**config.mk**
```make
export PLATFORM = sky130hd
export DESIGN_NAME = sim_monitor
export DESIGN_NICKNAME = d
export VERILOG_FILES = /design/src/rtl/sim_monitor.sv
export SDC_FILE = /design/constraint.sdc
export NUM_CORES = 1
export LEC_CHECK = 0
export CELL_PAD_IN_SITES_DETAIL_PLACEMENT = 1
export CELL_PAD_IN_SITES_GLOBAL_PLACEMENT = 1
export CORE_ASPECT_RATIO = 0.8
export CORE_MARGIN = 2
export CORE_UTILIZATION = 39
export CTS_BUF_LIST = sky130_fd_sc_hd__clkbuf_16
export CTS_CLUSTER_SIZE = 30
export DETAILED_ROUTE_END_ITERATION = 7
export HOLD_SLACK_MARGIN = 0.02
export PLACE_DENSITY = 0.88
export SLEW_MARGIN = 20
export SYNTH_ARGS = -nofsm -noshare
export SYNTH_HDL_FRONTEND = slang
export SYNTH_SLANG_ARGS = --single-unit
```
**constraint.sdc**
```tcl
create_clock -name clk_i -period 6.9 [get_ports clk_i]
set_input_delay 0.69 -clock clk_i [delete_from_list [all_inputs] [get_ports clk_i]]
set_output_delay 0.69 -clock clk_i [all_outputs]
set_load 0.005 [all_outputs]
```
**src/rtl/sim_monitor.sv**
```systemverilog
// sim_monitor: memory-mapped pass/fail/timeout monitor with an optional console FIFO.
// Console FIFO is compiled only when SIM_MONITOR_CONSOLE_EN is defined.
`default_nettype none

module sim_monitor #(
  parameter logic [3:0]  TAG        = 4'h1,
  parameter logic [31:0] PASS_CODE  = 32'h777,
  parameter int          TIMEOUT    = 1500,
  parameter int          CONS_DEPTH = 16
) (
  input  logic        clk_i,
  input  logic        rst_i,
  input  logic [31:0] dbus_cmd_addr_i,
  input  logic        dbus_cmd_we_i,
  input  logic [31:0] dbus_write_data_i,
  input  logic        cons_ready_i,
  output logic        cons_valid_o,
  output logic [7:0]  cons_data_o,
  output logic        cons_overflow_o,
  output logic        done_o,
  output logic        pass_o,
  output logic        fail_o,
  output logic        timeout_o,
  output logic [31:0] result_o,
  output logic [63:0] cycle_o
);

  typedef enum logic [1:0] {
    ST_RUN     = 2'd0,
    ST_PASS    = 2'd1,
    ST_FAIL    = 2'd2,
    ST_TIMEOUT = 2'd3
  } state_t;

  localparam bit          WD_EN   = (TIMEOUT != 0);
  localparam logic [31:0] WD_LAST = 32'(TIMEOUT - 1);

  state_t      state, state_next;
  logic [31:0] watchdog;
  logic        in_run, hit, res_hit, kick_hit;
  logic [1:0]  offset;

  assign in_run   = (state == ST_RUN);
  assign hit      = dbus_cmd_we_i && (dbus_cmd_addr_i[31:28] == TAG);
  assign offset   = dbus_cmd_addr_i[3:2];
  assign res_hit  = hit && in_run && (offset == 2'd0);
  assign kick_hit = hit && (offset == 2'd2);

  always_ff @(posedge clk_i or posedge rst_i) begin
    if (rst_i) state <= ST_RUN;
    else       state <= state_next;
  end

  // A result write or a kick in the expiry cycle both pre-empt the watchdog.
  always_comb begin
    state_next = state;
    case (state)
      ST_RUN: begin
        if (res_hit)
          state_next = (dbus_write_data_i == PASS_CODE) ? ST_PASS : ST_FAIL;
        else if (WD_EN && (watchdog == WD_LAST) && !kick_hit)
          state_next = ST_TIMEOUT;
      end
      default: state_next = state;
    endcase
  end

  assign done_o    = !in_run;
  assign pass_o    = (state == ST_PASS);
  assign fail_o    = (state == ST_FAIL);
  assign timeout_o = (state == ST_TIMEOUT);

  always_ff @(posedge clk_i or posedge rst_i) begin
    if (rst_i) begin
      cycle_o  <= 64'd0;
      watchdog <= 32'd0;
      result_o <= 32'd0;
    end else if (in_run) begin
      cycle_o  <= cycle_o + 64'd1;
      watchdog <= kick_hit ? 32'd0 : watchdog + 32'd1;
      if (res_hit) result_o <= dbus_write_data_i;
    end
  end

`ifdef SIM_MONITOR_CONSOLE_EN
  localparam int AW = $clog2(CONS_DEPTH);

  logic [7:0]  mem [CONS_DEPTH];
  logic [AW:0] wr_ptr, rd_ptr;
  logic        con_hit, empty, full, pop, push_ok;

  assign con_hit = hit && in_run && (offset == 2'd1);
  assign empty   = (wr_ptr == rd_ptr);
  assign full    = (wr_ptr[AW] != rd_ptr[AW]) && (wr_ptr[AW-1:0] == rd_ptr[AW-1:0]);
  assign pop     = !empty && cons_ready_i;
  assign push_ok = con_hit && (!full || pop);

  always_ff @(posedge clk_i or posedge rst_i) begin
    if (rst_i) begin
      wr_ptr          <= '0;
      rd_ptr          <= '0;
      cons_overflow_o <= 1'b0;
    end else begin
      if (push_ok) wr_ptr <= wr_ptr + 1'b1;
      if (pop)     rd_ptr <= rd_ptr + 1'b1;
      if (con_hit && full && !pop) cons_overflow_o <= 1'b1;
    end
  end

  always_ff @(posedge clk_i) begin
    if (push_ok) mem[wr_ptr[AW-1:0]] <= dbus_write_data_i[7:0];
  end

  assign cons_valid_o = !empty;
  assign cons_data_o  = empty ? 8'h00 : mem[rd_ptr[AW-1:0]];

  logic unused_bits;
  assign unused_bits = ^{dbus_cmd_addr_i[27:4], dbus_cmd_addr_i[1:0]};
`else
  assign cons_valid_o    = 1'b0;
  assign cons_data_o     = 8'h00;
  assign cons_overflow_o = 1'b0;

  logic unused_bits;
  assign unused_bits = ^{dbus_cmd_addr_i[27:4], dbus_cmd_addr_i[1:0], cons_ready_i};
`endif

endmodule

`default_nettype wire
```
==> impl_metrics.ini <==
[yosys]
synth_area_leader_cell = dfrtp_1
synth_warnings = 0
syn_area_um2 = 6180
syn_area_per_cell_um2 = 9.66
synth_top_cell_area_share_pct = 52.6
async_reset_ff_share_pct = 100
yosys-top-cells-area = dfrtp_1 (53%), nand2_1 (8.6%), xnor2_1 (6.5%)
synthFlopType = dfrtp_1
synth-seq-cells = 130
synthCells = 640
synth_edf_count = 0
synthDistinctLibCells = 45
synth-seq-area-share_pct = 52.6

[grt]
grt_usage_pct = 23.8
overflow = 0
grt_pass1_vias = 5783
antenna_found_initial = 0
grt_pass1_wl_um = 30800
grt_max_degree = 67

[sta]
relSlewSlack_pct = 24.1
clock_skew_ps = 9.44
drv_slew = 0
tns_ps = 0
rsz0062_at_grt = false
finalSetupViolCount = 0
fmax_mhz = 329
tightest_slew_ps = 1130
post-route-period-util_pct = 44.1
hold_violations = 0
min_period_ps = 3040

[floorplan]
fp.dieH_um = 117
num_rows = 41
die_w_um = 145
io_pins = 178
initial_core_util_pct = 39.5
core_um2 = 15600
dieArea_um2 = 16900

[min_path]
worstHoldStart = result_o[20]
hold_class = flip-flop to flip-flop
hold_depth = 2
holdPathEnd = result_o[20]

[worst_setup_path]
required_ps = 6210
r2r_cells = 6
timing.rr.start = state[0]
cp.arrival_ps = 2350
criticalPathCategory = flip-flop to output pin
critPathLaunchType = flip-flop
crit_fanout = 11
rr_endpoint = watchdog[28]
reg2reg_slack_ps = 4020
crit_path_end_kind = output pin

[place]
dp_hpwl_um = 13100
io_buffers = 140
place_inst = 983
gp_congestion = 0.794
placed_area_um2 = 7780

[job]
drv_cap = 0

[final_layout]
final_layout_size_suffix_gt1_share_pct = 5.76
final_cells = 1014
fin_nets = 857
fin_util_pct = 53.4
fillers = 1747
fin_area_um2 = 8360
syn_to_final_growth_pct = 35.2
antenna_cells = 0

[route]
drtIter0Drc = 351
wl_um = 18800
drc = 0
postRouteAntennaNets = 0
firstDrtPassIters = 4
vias = 5332
viasPerCell = 5.26
routedWlPerCell_um = 18.6

[clocking]
h-tree-depth = 4
postCtsSetupBuffers = 0
cts_root_buffer = clkbuf_16
cts_tree = yes
cts_sinks = 130
cts_resized = 0
clkSlewWorstSetupHoldPaths_ps = 60
insertion_delay_ps = 420
numCtsBuffers = 17
hold_buffers = 0
max-clock-path-buffers = 2

[outcome]
status = complete, no violations

[pwr]
leakage_uw = 0.00369
finalPower_uw = 1710
vdd_ir_drop_max_v = 0.000141
powerDensity_nw_per_um2 = 205
Yosys cell counts, types with 2 or more instances:
cell type and count:
a21oi_1 3, and2_1 4, and3_1 11, and4_1 8
and4_2 2, and4bb_2 2, buf_4 10, clkbuf_1 12
dfrtp_1 130, ha_1 2, inv_1 11, nand2_1 141
nand2b_1 2, nand3_1 35, nand4_1 31, nand4b_1 2
nor2_1 52, nor3_1 26, nor4_1 29, nor4b_1 4
o21ai_0 7, or2_2 2, or3_1 4, or3_2 2
xnor2_1 46, xor2_1 43
logic make-up after synthesis:
logic type | after synthesis | share of synthesized area (%)
adder cells (fa/ha/maj) | 2 | 0.405
XOR/XNOR | 89 | 12.6
other | 1 | 0.0607
buffers and inverters | 35 | 2.85
flip-flops | 130 | 52.6
AO/OA/AOI/OAI | 12 | 1.05
AND/OR/NAND/NOR | 371 | 30.4
flip-flops by register name, indices dropped and copies added, names as in the netlist:
| name | flops |
|---|---|
| result_o | 32 |
| watchdog | 32 |
| cycle_o | 64 |
| state | 2 |
how the worst max path moves through the flow:
stage | from | to | slack, ps | depth (start not counted)
2_1_floorplan | rst_i | cycle_o[0] | 2740 | 1
3_3_place_gp | dbus_cmd_addr_i[29] | state[1] | 3640 | 6
3_5_place_dp | dbus_cmd_addr_i[29] | state[1] | 3760 | 6
4_1_cts | state[0] | done_o | 3820 | 3
5_1_grt | state[0] | done_o | 3640 | 3
6_report | state[0] | done_o | 3860 | 3
through the flow:
step	worst slack (ps)	hold WS [ps]
after floorplan	2740	463
after global placement	3640	449
after detailed placement	3760	455
after CTS	3820	468
after global routing	3640	500
final	3860	462
worst max-delay path: stages, from the launching register on:
cell and delay, ps:
dfrtp_1 500, nor2_1 510, inv_1 370, clkdlybuf4s50_1 540
routing by layer:
metal	wire length [um]	track usage [%]	up-vias
li1	-	-	2488
met1	7930	29.4	2658
met2	9230	39.3	162
met3	1370	7.95	24
met4	291	8.28	0
met5	0	0	-
power by group:
group,switching (uW),internal [uW]
registers,1.69,764
logic,27.5,25.0
clock network,334,557
final cells by class:
cell class	count	area (um^2)	area share [%]
multi-input cells	484	2790	33.4
inverters	11	43.8	0.524
well taps	215	269	3.22
clock buffers	17	425	5.09
flip-flops and latches	130	3250	38.9
repair buffers	143	1420	17.0
clock inverters	14	149	1.78
placed cells by master, fill, tap and decap left out, drive strengths merged:
master           n
nand2          141
clkdlybuf4s50  140
dfrtp          130
nor2            52
xnor2           46
xor2            43
nand3           35
nand4           32
nor4            30
nor3            26
clkbuf          17
inv             13
and3            12
conb            10
and4            10
o21ai            7
or3              6
and2             5
clkinv           5
nor4b            4
clkinvlp         4
a21oi            3
bufinv           3
buf              3
nand4b           2
and4bb           2
or2              2
nand2b           2
ha               2
or4              2
or3b             2
nor3b            1
and2b            1
nand3b           1
nor2b            1
o211ai           1
and4b            1
o31ai            1
nand4bb          1
Note: power is estimated with default switching activity, not from simulation.
